===== src/rtl/yuv_write_scheduler.sv =====
// yuv_write_scheduler
//   Buffers incoming YUV pixels in a small FIFO and turns each one into byte
//   writes on an Avalon-MM style master into a planar 4:2:0 frame buffer:
//   a Y byte for every pixel, plus a U byte (even row, even col) or a
//   V byte (even row, odd col).
//
//   Ports
//     clock, resetn            single clock, asynchronous active-low reset
//     pix_valid / pix_ready    pixel handshake (pix_ready = FIFO not full)
//     pix_y, pix_u, pix_v      sample bytes
//     pix_row, pix_col         pixel coordinates
//     frame_start              pulse: clears frame_done / range_err
//     avm_address, avm_writedata, avm_write, avm_waitrequest
//                              byte-wide write master
//     busy                     FIFO non-empty or a write sequence in progress
//     frame_done               sticky: last pixel of the frame written
//     range_err                sticky: an out-of-range pixel was dropped
//     write_count              accepted-write counter, present only when
//                              YUV_SCHED_WRITE_COUNT_EN is defined
//
//   State   | meaning
//   --------+-----------------------------------------------
//   IDLE    | no write outstanding, FIFO empty
//   WR_Y    | Y byte of the FIFO head on the bus
//   WR_U    | U byte of the FIFO head on the bus
//   WR_V    | V byte of the FIFO head on the bus
module yuv_write_scheduler #(
    parameter int WIDTH      = 3264,
    parameter int HEIGHT     = 2448,
    parameter int FIFO_DEPTH = 4
) (
    input  logic        clock,
    input  logic        resetn,
    input  logic        pix_valid,
    output logic        pix_ready,
    input  logic [7:0]  pix_y,
    input  logic [7:0]  pix_u,
    input  logic [7:0]  pix_v,
    input  logic [11:0] pix_row,
    input  logic [11:0] pix_col,
    input  logic        frame_start,
    output logic [26:0] avm_address,
    output logic [7:0]  avm_writedata,
    output logic        avm_write,
    input  logic        avm_waitrequest,
    output logic        busy,
    output logic        frame_done,
    output logic        range_err
`ifdef YUV_SCHED_WRITE_COUNT_EN
    ,
    output logic [31:0] write_count
`endif
);

    localparam int AW = $clog2(FIFO_DEPTH);

    localparam logic [1:0] IDLE = 2'd0;
    localparam logic [1:0] WR_Y = 2'd1;
    localparam logic [1:0] WR_U = 2'd2;
    localparam logic [1:0] WR_V = 2'd3;

    localparam logic [26:0] W27      = 27'(WIDTH);
    localparam logic [26:0] HALF_W   = 27'(WIDTH / 2);
    localparam logic [26:0] U_BASE   = 27'(WIDTH * HEIGHT);
    localparam logic [26:0] V_BASE   = 27'((WIDTH * HEIGHT * 5) / 4);
    localparam logic [11:0] LAST_ROW = 12'(HEIGHT - 1);
    localparam logic [11:0] LAST_COL = 12'(WIDTH - 1);
    localparam logic [AW:0] FULL_CNT = (AW + 1)'(FIFO_DEPTH);
    localparam logic [AW:0] ONE_CNT  = (AW + 1)'(1);

    typedef struct packed {
        logic [11:0] row;
        logic [11:0] col;
        logic [7:0]  y;
        logic [7:0]  u;
        logic [7:0]  v;
    } pix_t;

    pix_t           mem [FIFO_DEPTH];
    logic [AW-1:0]  wr_ptr;
    logic [AW-1:0]  rd_ptr;
    logic [AW-1:0]  nxt_ptr;
    logic [AW:0]    count;
    logic [1:0]     state;

    pix_t           head;
    logic [11:0]    nxt_row;
    logic [11:0]    nxt_col;
    logic [7:0]     nxt_y;
    logic           in_range;
    logic           push;
    logic           store;
    logic           accept;
    logic           pop;
    logic           head_last;

    function automatic logic [26:0] y_addr(input logic [11:0] r, input logic [11:0] c);
        return 27'(r) * W27 + 27'(c);
    endfunction

    // Chroma planes are subsampled 2x2, so both U and V share this offset.
    function automatic logic [26:0] uv_off(input logic [11:0] r, input logic [11:0] c);
        return 27'(r >> 1) * HALF_W + 27'(c >> 1);
    endfunction

    assign pix_ready = (count != FULL_CNT);
    assign busy      = (count != '0) || (state != IDLE);

    assign in_range  = ({20'd0, pix_row} < 32'(HEIGHT)) && ({20'd0, pix_col} < 32'(WIDTH));
    assign push      = pix_valid && pix_ready;
    assign store     = push && in_range;
    assign accept    = avm_write && !avm_waitrequest;

    assign head      = mem[rd_ptr];
    assign nxt_ptr   = rd_ptr + AW'(1);
    assign nxt_row   = mem[nxt_ptr].row;
    assign nxt_col   = mem[nxt_ptr].col;
    assign nxt_y     = mem[nxt_ptr].y;
    assign head_last = (head.row == LAST_ROW) && (head.col == LAST_COL);

    // Odd rows carry no chroma, so their Y write is also their last write.
    assign pop = accept && ((state == WR_U) || (state == WR_V) ||
                            ((state == WR_Y) && head.row[0]));

    always_ff @(posedge clock) begin
        if (store) begin
            mem[wr_ptr] <= '{row: pix_row, col: pix_col, y: pix_y, u: pix_u, v: pix_v};
        end
    end

    always_ff @(posedge clock or negedge resetn) begin
        if (!resetn) begin
            wr_ptr <= '0;
            rd_ptr <= '0;
            count  <= '0;
        end else begin
            if (store) wr_ptr <= wr_ptr + AW'(1);
            if (pop)   rd_ptr <= nxt_ptr;
            case ({store, pop})
                2'b10:   count <= count + ONE_CNT;
                2'b01:   count <= count - ONE_CNT;
                default: count <= count;
            endcase
        end
    end

    always_ff @(posedge clock or negedge resetn) begin
        if (!resetn) begin
            state         <= IDLE;
            avm_write     <= 1'b0;
            avm_address   <= '0;
            avm_writedata <= '0;
        end else begin
            case (state)
                IDLE: begin
                    if (count != '0) begin
                        state         <= WR_Y;
                        avm_write     <= 1'b1;
                        avm_address   <= y_addr(head.row, head.col);
                        avm_writedata <= head.y;
                    end
                end
                WR_Y: begin
                    if (accept && !head.row[0]) begin
                        avm_address <= (head.col[0] ? V_BASE : U_BASE) + uv_off(head.row, head.col);
                        if (head.col[0]) begin
                            state         <= WR_V;
                            avm_writedata <= head.v;
                        end else begin
                            state         <= WR_U;
                            avm_writedata <= head.u;
                        end
                    end
                end
                default: ;
            endcase

            // Advance straight to the next queued pixel so the bus sees no gap.
            // A pixel pushed in this same cycle is not yet visible, so it is
            // picked up from IDLE one cycle later.
            if (pop) begin
                if (count > ONE_CNT) begin
                    state         <= WR_Y;
                    avm_address   <= y_addr(nxt_row, nxt_col);
                    avm_writedata <= nxt_y;
                end else begin
                    state     <= IDLE;
                    avm_write <= 1'b0;
                end
            end
        end
    end

    always_ff @(posedge clock or negedge resetn) begin
        if (!resetn) begin
            frame_done <= 1'b0;
            range_err  <= 1'b0;
        end else begin
            if (frame_start) begin
                frame_done <= 1'b0;
                range_err  <= 1'b0;
            end else begin
                if (pop && head_last)    frame_done <= 1'b1;
                if (push && !in_range)   range_err  <= 1'b1;
            end
        end
    end

`ifdef YUV_SCHED_WRITE_COUNT_EN
    always_ff @(posedge clock or negedge resetn) begin
        if (!resetn) begin
            write_count <= '0;
        end else if (frame_start) begin
            write_count <= '0;
        end else if (accept) begin
            write_count <= write_count + 32'd1;
        end
    end
`endif

endmodule


===== config.mk =====
export PLATFORM = sky130hd
export DESIGN_NAME = yuv_write_scheduler
export DESIGN_NICKNAME = d
export VERILOG_FILES = /design/src/rtl/yuv_write_scheduler.sv
export SDC_FILE = /design/constraint.sdc
export NUM_CORES = 1
export LEC_CHECK = 0
export CAP_MARGIN = 20
export CELL_PAD_IN_SITES_DETAIL_PLACEMENT = 1
export CELL_PAD_IN_SITES_GLOBAL_PLACEMENT = 2
export CORE_MARGIN = 1
export CORE_UTILIZATION = 35
export DETAILED_ROUTE_END_ITERATION = 7
export GPL_TIMING_DRIVEN = 0
export PLACE_DENSITY_LB_ADDON = 0.15
export SLEW_MARGIN = 10
export SYNTH_ARGS = -nofsm -noshare
export SYNTH_HDL_FRONTEND = slang
export SYNTH_SLANG_ARGS = --single-unit

===== constraint.sdc =====
create_clock -name clock -period 10.45 [get_ports clock]
set_clock_uncertainty 0.15 [all_clocks]
set_input_delay 3.135 -clock clock [delete_from_list [all_inputs] [get_ports clock]]
set_output_delay 3.135 -clock clock [all_outputs]
set_load 0.02 [all_outputs]

---- Yosys cells after proc, flatten, opt, wreduce, memory -nomap -nowiden ----
Memory sizes are Yosys's and may differ from the RTL's.
Index checks and enable logic that the tools add are counted.
operators by class
  $add $sub $neg .......................... 8
  multiply operators ...................... 3
  order comparisons ....................... 3
  eq/ne operators ......................... 10
  mux-type cells .......................... 29
  reduce and logical (&&, ||, !) cells .... 24
operator list
  cell                                                                  count
  27-bit 2-to-1 mux                                                     4
  27-bit one-hot mux with 2 select lines                                1
  24-bit by 12-bit adder with 25-bit output                             2
  8-bit 2-to-1 mux                                                      5
  12-bit by 6-bit multiplier with 18-bit output, second input constant  2
  24-bit by 23-bit adder with 25-bit output                             1
  12-bit == test, second input constant                                 2
  12-bit less-than comparator, second input constant                    2
  24-bit 2-to-1 mux                                                     1
  22-bit by 11-bit adder with 23-bit output                             1
  11-bit by 6-bit multiplier with 17-bit output, second input constant  1
  8-bit one-hot mux with 2 select lines                                 1
  1-bit 2-to-1 mux                                                      12
  1-bit logical AND                                                     10
  2-bit nonzero test                                                    4
  2-bit == test, second input constant                                  3
  2-bit 2-to-1 mux                                                      3
  3-bit != test, second input constant                                  2
  3-bit one-hot mux with 2 select lines                                 1
  3-bit nonzero test                                                    2
  2-bit by 1-bit adder with 2-bit output, second input constant         2
  2-bit by 1-bit == test with 1-bit output, second input constant       2
  2-bit one-hot mux with 2 select lines                                 1
  3-bit by 1-bit adder with 3-bit output, second input constant         1
  other kinds (7)                                                       11
word-level totals
  bits in registers ....................... 47
  memory bits (writable) .................. 192
  output and inout port bits .............. 40
  logic and storage cells ................. 87
  memories ................................ 1
memories
  memory  depth  width  read ports  clocked after memory_dff  write ports  line  source
  mem     4      48     2           0                         1            79    pix_t mem [FIFO_DEPTH];

---- Logic depth before layout (Yosys ltp) ----
Gate-level depths: netlist (run 1).
An unclocked memory read counts as a cell.
  depth in word-level cells ............... 8
  gate-level depth with buffers ........... 31
  gate-level depth less buffers ........... 27

---- Least setup slack after synthesis (run 1) ----
OpenSTA, ideal clock, no wires.
  kind .................................... register -> register
  from .................................... register rd_ptr[1]
  to ...................................... register avm_address[24]
  arrival time ............................ 6.606 ns
  setup slack ............................. 3.556 ns
  stages on the path, launching flop included .. 29
  path buffers ............................ 5
  clock period less this slack ............ 6.894 ns
  cell sequence ........................... dfrtp_1 > buf_2 > buf_2 > buf_1 > buf_2 > clkbuf_1 > mux4_2 > ha_1 > inv_1 > fa_1 > inv_1 > fa_1 > inv_1 > ha_1 > o21ai_0 > o211a_1 > nor2_1 > xor2_1 > ha_1 > ha_1 > a21o_1 > a21o_1 > a21oi_1 > o31ai_1 > a31o_2 > a31oi_1 > nor2_1 > a2111oi_0 > a21oi_1
on the way
  longest elaborated chain between the ends .. 8
  elaborated cells between the ends (all ways) .. 20
  those cells by class .................... add/sub (5); mul (3); mux (6); reduce/logical (5); memory (1)
ends and longest elaborated chain
  item                                           line  source
  start: declaration                             81    logic [AW-1:0] rd_ptr;
  start signal: assignment                       138   if (pop) rd_ptr <= nxt_ptr;
  memory 4 x 48 bit *                            -
  11-bit by 6-bit multiplier with 17-bit output  103   return 27'(r >> 1) * HALF_W + 27'(c >> 1);
  22-bit by 11-bit adder with 23-bit output      103
  24-bit by 23-bit adder with 25-bit output      165   avm_address <= (head.col[0] ? V_BASE : U_BASE) + uv_off(head.row, head.col);
  27-bit 2-to-1 mux                              164   if (accept && !head.row[0]) begin
  27-bit one-hot mux with 2 select lines         154   case (state)
  27-bit 2-to-1 mux                              182   if (count > ONE_CNT) begin
  27-bit 2-to-1 mux *                            181   if (pop) begin
  end signal: assignment                         159   avm_address <= y_addr(head.row, head.col);
  end signal: assignment                         165
  end signal: assignment                         184   avm_address <= y_addr(nxt_row, nxt_col);
  end: declaration                               42    output logic [26:0] avm_address,
Mark *: on every way between the ends. The rest lies on a longest branch, timed or not.
A chain may end at the register's enable or synchronous reset.

---- Worst setup path in the final report (run 1) ----
Ends and elaborated chain as after synthesis.

==> results.json, run 1 <==
{
  "tns_ns": 0,
  "cp-start-kind": "register",
  "hold_buffers": 0,
  "synth_top_area_cell": "edfxtp_1",
  "wl_mm": 45.93,
  "hold_start": "range_err$_DFFE_PN0P_",
  "hold_path.class": "reg -> reg",
  "antenna_found_initial": 0,
  "yosysSeqAreaShare_pct": 44.47,
  "cts_setup_buffers": 0,
  "ant_nets": 0,
  "synth.area.top_cells": "edfxtp_1 (37%), ha_1 (11%), dfrtp_1 (7.5%)",
  "outcome": "completed",
  "diodes": 0,
  "ys.warnings.count": 0,
  "setup_viol": 0,
  "h-tree-depth": 1,
  "cts_tree": "done",
  "synthCells": 1295,
  "drv_slew": 0,
  "clockRootBuffer": "clkbuf_16",
  "insertion_delay_ns": 0.57,
  "overflow": 0,
  "end_kind": "register",
  "worstPathArrival_ns": 8.79,
  "fin_crit_sh_pct": 81.46,
  "synthTopCellsByCount": "edfxtp_1 (192), ha_1 (133), inv_1 (128), a21oi_1 (86), nand2_1 (67)",
  "wl_per_cell_um": 22.63,
  "synth_seq_cells": 239,
  "reg2reg_depth": 28,
  "dr.first_iter.drc_count": 541,
  "synth_area_um2": 15610,
  "max_slew.worst_pin.slew_ns": 0.9831,
  "die_y_um": 213.2,
  "synth_edf_count": 192,
  "ys_types": 78,
  "dieArea_um2": 45450,
  "cts_resized": 0,
  "numClockSinks": 239,
  "avgViaCountPerCell": 5.233,
  "rsz0062_at_grt": "no",
  "nets": 1642,
  "track_usage_pct": 20.79,
  "yosys.area.top_type_share_pct": 36.94,
  "layout-drive-gt1-share_pct": 11.06,
  "crit_path_max_incr_delay_ns": 0.69,
  "start_util_pct": 35.37,
  "yosysMostFrequentCell": "edfxtp_1",
  "syn_nets": 1519,
  "fp.dieW_um": 213.2,
  "cts_buffer_depth": 3,
  "fin_crit_ns": 8.512,
  "grt_pass1_vias": 11300,
  "dr.pass1.iters": 5,
  "cp.required_ns": 10.72,
  "path_clk_slew_ns": 0.06,
  "cpMaxStageDelayCell": "buf_1",
  "finalInstanceArea_um2": 18180,
  "fill_cells": 4726,
  "hold_viol_final": 0,
  "drc_errors": 0,
  "synth_flop_cell": "edfxtp_1",
  "postSynthAreaPerCell_um2": 12.05,
  "coreArea_um2": 44120,
  "syn_to_final_growth_pct": 16.45,
  "cts_buffers": 27,
  "crit_type": "reg -> reg",
  "slew_headroom_pct": 34.46,
  "async_flop_share_pct": 19.67,
  "vias": 10620,
  "rows": 77,
  "port_buffers": 92,
  "holdPathEnd": "range_err$_DFFE_PN0P_",
  "io_pins": 93,
  "path_max_fanout": 10,
  "worst_path_most_repeated_cell": "ha_1",
  "max_freq_mhz": 117.5,
  "crit-reg2reg-launch": "rd_ptr[1]$_DFFE_PN0P_",
  "grt_pass1_wl_mm": 69.80,
  "dp_hpwl_mm": 35.80,
  "gp_congestion": 0.8363,
  "timing.rr.end": "avm_address[24]$_DFF_PN0_",
  "holdPathStages": 2,
  "grt_max_degree": 49,
  "dpl_cell_area_um2": 17300,
  "maxCapViolations": 0,
  "ff2ff_setup_slack_ns": 1.94
}
-- cells in the final DEF (no fill, tap or decap), types with 8 or more instances in the layout --
cell type        count
o22ai_1              8
a211oi_1            23
mux2i_1             38
nor3_1              12
a222oi_1            15
a21o_1              17
fa_1                38
nor2_1              66
a31oi_1              8
o21a_1              14
clkbuf_16           27
nand2_1             67
nand3_1             10
inv_1              128
clkbuf_1            28
mux2_2              16
edfxtp_1           192
a21oi_1             86
ha_1               133
nand4_1             16
nand2b_1             8
mux4_2              50
o21ai_0             58
dfrtp_1             47
buf_2               13
clkdlybuf4s50_1     91
xor2_1              31
xnor2_1             52
-- how the worst max path moves through the flow --
stage	slack, ns	to	start	cells after the start
2_1_floorplan	3.56	avm_address[24]$_DFF_PN0_	rd_ptr[1]$_DFFE_PN0P_	28
3_3_place_gp	1.87	avm_address[24]$_DFF_PN0_	rd_ptr[0]$_DFFE_PN0P_	29
3_5_place_dp	1.84	avm_address[24]$_DFF_PN0_	rd_ptr[1]$_DFFE_PN0P_	28
4_1_cts	1.82	avm_address[24]$_DFF_PN0_	rd_ptr[1]$_DFFE_PN0P_	28
5_1_grt	1.38	avm_address[24]$_DFF_PN0_	rd_ptr[1]$_DFFE_PN0P_	28
6_report	1.94	avm_address[24]$_DFF_PN0_	rd_ptr[1]$_DFFE_PN0P_	28
-- through the flow --
step | hold slack, ns | std cells | util, % | setup slack (ns)
floorplan | 0.3252 | 1295 | - | 3.556
global placement | 0.3314 | 1979 | 39.14 | 1.875
detailed placement | 0.3506 | 1980 | 39.20 | 1.838
CTS | 0.3659 | 2029 | 41.18 | 1.823
global route | 0.3906 | 2030 | 41.19 | 1.378
finish | 0.3638 | 2030 | 41.19 | 1.938
-- routing by layer --
layer  track usage, %  up-vias  part of all wire, %  wire length (µm)
li1                 -     5062                    -                 -
met1            28.52     5396                   47             21540
met2            35.81      134                   49             22510
met3            1.956       32                  2.7              1225
met4            3.966        0                  1.4               649
met5                0        -                    0                 0
-- logic make-up after synthesis --
logic type	after synthesis	synth area share (%)
AOI/OAI and AO/OA	290	12.30
xor gates and xnor gates	83	4.657
adders and majority gates	171	15.54
buffers and inverters	179	5.002
DFF	239	44.47
muxes	104	10.81
and+or+nand+nor	229	7.223
-- area by class of cell --
class                           count  area (µm²)  area share (%)
Buffer                             51       300.3           1.652
Clock buffer                       31       690.7           3.800
Clock inverter                     18       185.2           1.019
Inverter                          128       480.5           2.643
Multi-Input combinational cell    877        7896           43.44
Sequential cell                   239        6942           38.19
Tap cell                          592       740.7           4.075
Timing Repair Buffer               94       940.9           5.177
-- registers in the layout, summed over array words and instances (netlist names) --
register       count
avm_address       27
avm_write          1
avm_writedata      8
count              3
frame_done         1
mem              192
range_err          1
rd_ptr             2
state              2
wr_ptr             2
-- worst max-delay path: cells and delay by family, from the launching register on --
family	cells	cell delay, ns
buffers and inverters	8	2.51
adder cells (fa/ha/maj)	6	2.42
AO/OA/AOI/OAI	10	1.99
multiplexers	1	0.50
flip-flops	1	0.32
AND/OR/NAND/NOR	2	0.26
XOR/XNOR	1	0.17
Power of run 1 is not shown: default switching activity piles up to over one toggle a cycle in this logic, so the estimate is an artifact.
==> run 2: changes to the inputs <==
==> constraint.sdc (replaced) <==
create_clock -name clock -period 8 [get_ports clock]
set_clock_uncertainty 0.15 [all_clocks]
set_input_delay 2.4 -clock clock [delete_from_list [all_inputs] [get_ports clock]]
set_output_delay 2.4 -clock clock [all_outputs]
set_load 0.02 [all_outputs]
==> run 2 against run 1 <==
Compared with the run above: critical path depth increased by 2; sequential share of layout area decreased by 0.066 points; flip-flop and latch count unchanged; fmax increased by 14%; die area unchanged; worst setup slack got worse by 1.4 ns; count of clock-buffer cells in the layout unchanged; highest routed layer unchanged; register-to-register slack got worse by 1.4 ns.
==> results.json, run 2 (synthesized netlist as in run 1, its figures left out) <==
{
  "overflow": 0,
  "use_met1_pct": 28.51,
  "insertion_delay_ns": 0.57,
  "cpMaxStageDelayCell": "fa_1",
  "drc_errors": 0,
  "path_max_fanout": 10,
  "port_buffers": 92,
  "met2_usage_pct": 35.64,
  "dpl_cell_area_um2": 17300,
  "cp-start-kind": "register",
  "clockRootBuffer": "clkbuf_16",
  "maxCapViolations": 0,
  "start_util_pct": 35.37,
  "mostFrequentLayoutCell": "edfxtp_1",
  "slew_headroom_pct": 34.16,
  "layout-drive-gt1-share_pct": 11.49,
  "wl_mm": 45.85,
  "fp.dieW_um": 213.2,
  "multi_input_area_um2": 7903,
  "cts_tree": "done",
  "path_delay_family": "adder cells",
  "cts_setup_buffers": 0,
  "ant_nets": 0,
  "rows": 77,
  "regArea_um2": 6942,
  "coreArea_um2": 44120,
  "hold_path.class": "reg -> reg",
  "fin_crit_sh_pct": 93.49,
  "drv_slew": 0,
  "dr.pass1.iters": 5,
  "top_register": "mem",
  "syn_to_final_growth_pct": 16.65,
  "avgViaCountPerCell": 5.248,
  "dp_hpwl_mm": 35.80,
  "worstPathArrival_ns": 7.75,
  "crit_type": "reg -> reg",
  "wl_per_cell_um": 22.61,
  "finalInstanceArea_um2": 18210,
  "vias": 10640,
  "largest_register_ffs": 192,
  "reg2reg_depth": 30,
  "track_usage_pct": 20.74,
  "grt_pass1_vias": 11270,
  "holdPathStages": 2,
  "dieArea_um2": 45450,
  "grt_max_degree": 49,
  "mostFrequentLayoutCells": "edfxtp_1 (192), ha_1 (133), inv_1 (128), clkdlybuf4s50_1 (91), a21oi_1 (85)",
  "max_slew.worst_pin.slew_ns": 0.9875,
  "fill_cells": 4723,
  "die_y_um": 213.2,
  "busiest_layer": "met2",
  "max_freq_mhz": 133.7,
  "outcome": "completed",
  "cts_buffers": 27,
  "dr.first_iter.drc_count": 550,
  "fin_crit_ns": 7.479,
  "reg.largest.list": "mem: 192 flops, avm_address: 27 flops, avm_writedata: 8 flops",
  "end_kind": "register",
  "numClockSinks": 239,
  "io_pins": 93,
  "grt_pass1_wl_mm": 69.68,
  "diodes": 0,
  "gp_congestion": 0.8363,
  "cp_num_cells": 30,
  "antenna_found_initial": 0,
  "hold_viol_final": 0,
  "post-route-util_pct": 41.26,
  "h-tree-depth": 1,
  "met3_usage_pct": 1.956,
  "nets": 1640,
  "cts_buffer_depth": 3,
  "cp.required_ns": 8.27,
  "crit_path_max_incr_delay_ns": 0.51,
  "worst-path-buf-inv": 9,
  "setup_viol": 0,
  "rsz0062_at_grt": "no",
  "path_clk_slew_ns": 0.06
}
-- run 2: cell types whose count changed in the layout (fill, tap and decap cells not counted), sizes merged --
cell / change
clkdlybuf4s18: +1
buf: -3
-- run 2: timing repair --
action | CTS | global route
endpoints found under the hold margin | 0 | 0
hold buffers | 0 | 0
endpoints found under the setup margin | 7 | 6
gates resized for setup | 9 | 11
-- run 2: final cells by class --
type,instances,share of cell area (%)
multi-input combinational,877,43.40
sequential,239,38.13
timing repair buffer,94,5.168
tap,592,4.068
clock buffer,31,3.793
inverter,128,2.639
buffer,49,1.787
clock inverter,18,1.017
-- run 2: per-layer routing --
layer  part of all wire (%)  vias up
met5                      0        -
met4                    1.5        0
met3                    2.5       34
met2                     49      128
met1                     47     5416
li1                       -     5065
-- run 2: worst paths after layout --
check	from	to	slack, ns
max	rd_ptr[1]$_DFFE_PN0P_	avm_address[24]$_DFF_PN0_	0.52
min	range_err$_DFFE_PN0P_	range_err$_DFFE_PN0P_	0.36
max reg2reg	rd_ptr[1]$_DFFE_PN0P_	avm_address[24]$_DFF_PN0_	0.52
min reg2reg	range_err$_DFFE_PN0P_	range_err$_DFFE_PN0P_	0.36
max in group asynchronous	resetn	avm_address[3]$_DFF_PN0_	5.47
min in group asynchronous	resetn	state[0]$_DFFE_PN0P_	1.64
-- run 2: metrics by stage --
stage          hold slack, ns  TNS, ns  std cells  setup slack (ns)
4_1_cts                0.3659        0       2027          0.001896
2_1_floorplan          0.3252        0       1295             1.106
3_5_place_dp           0.3506   -2.458       1980           -0.6117
6_report               0.3638        0       2028            0.5211
3_3_place_gp           0.3314   -2.237       1979           -0.5751
5_1_grt                0.3906        0       2028           0.03075
-- run 2: tightest hold or removal path: stages, from the launching register on --
cell and delay (ns):
dfrtp_1 0.35, a31oi_1 0.05, nor2_1 0.08
Power of run 2 is left out for the same reason.
==> run 3: changes to the inputs <==
==> constraint.sdc (replaced) <==
create_clock -name clock -period 9.3 [get_ports clock]
set_clock_uncertainty 0.15 [all_clocks]
set_input_delay 2.79 -clock clock [delete_from_list [all_inputs] [get_ports clock]]
set_output_delay 2.79 -clock clock [all_outputs]
set_load 0.02 [all_outputs]
==> results of run 3 <==
The final DEF is identical to that of run 1. Status: completed.
Among the figures that moved: setup slack after placement 1.838 ns -> 0.6883 ns; setup slack after layout 1.938 ns -> 0.7878 ns; register-to-register setup slack 1.94 ns -> 0.79 ns
Power of run 3 is left out for the same reason.
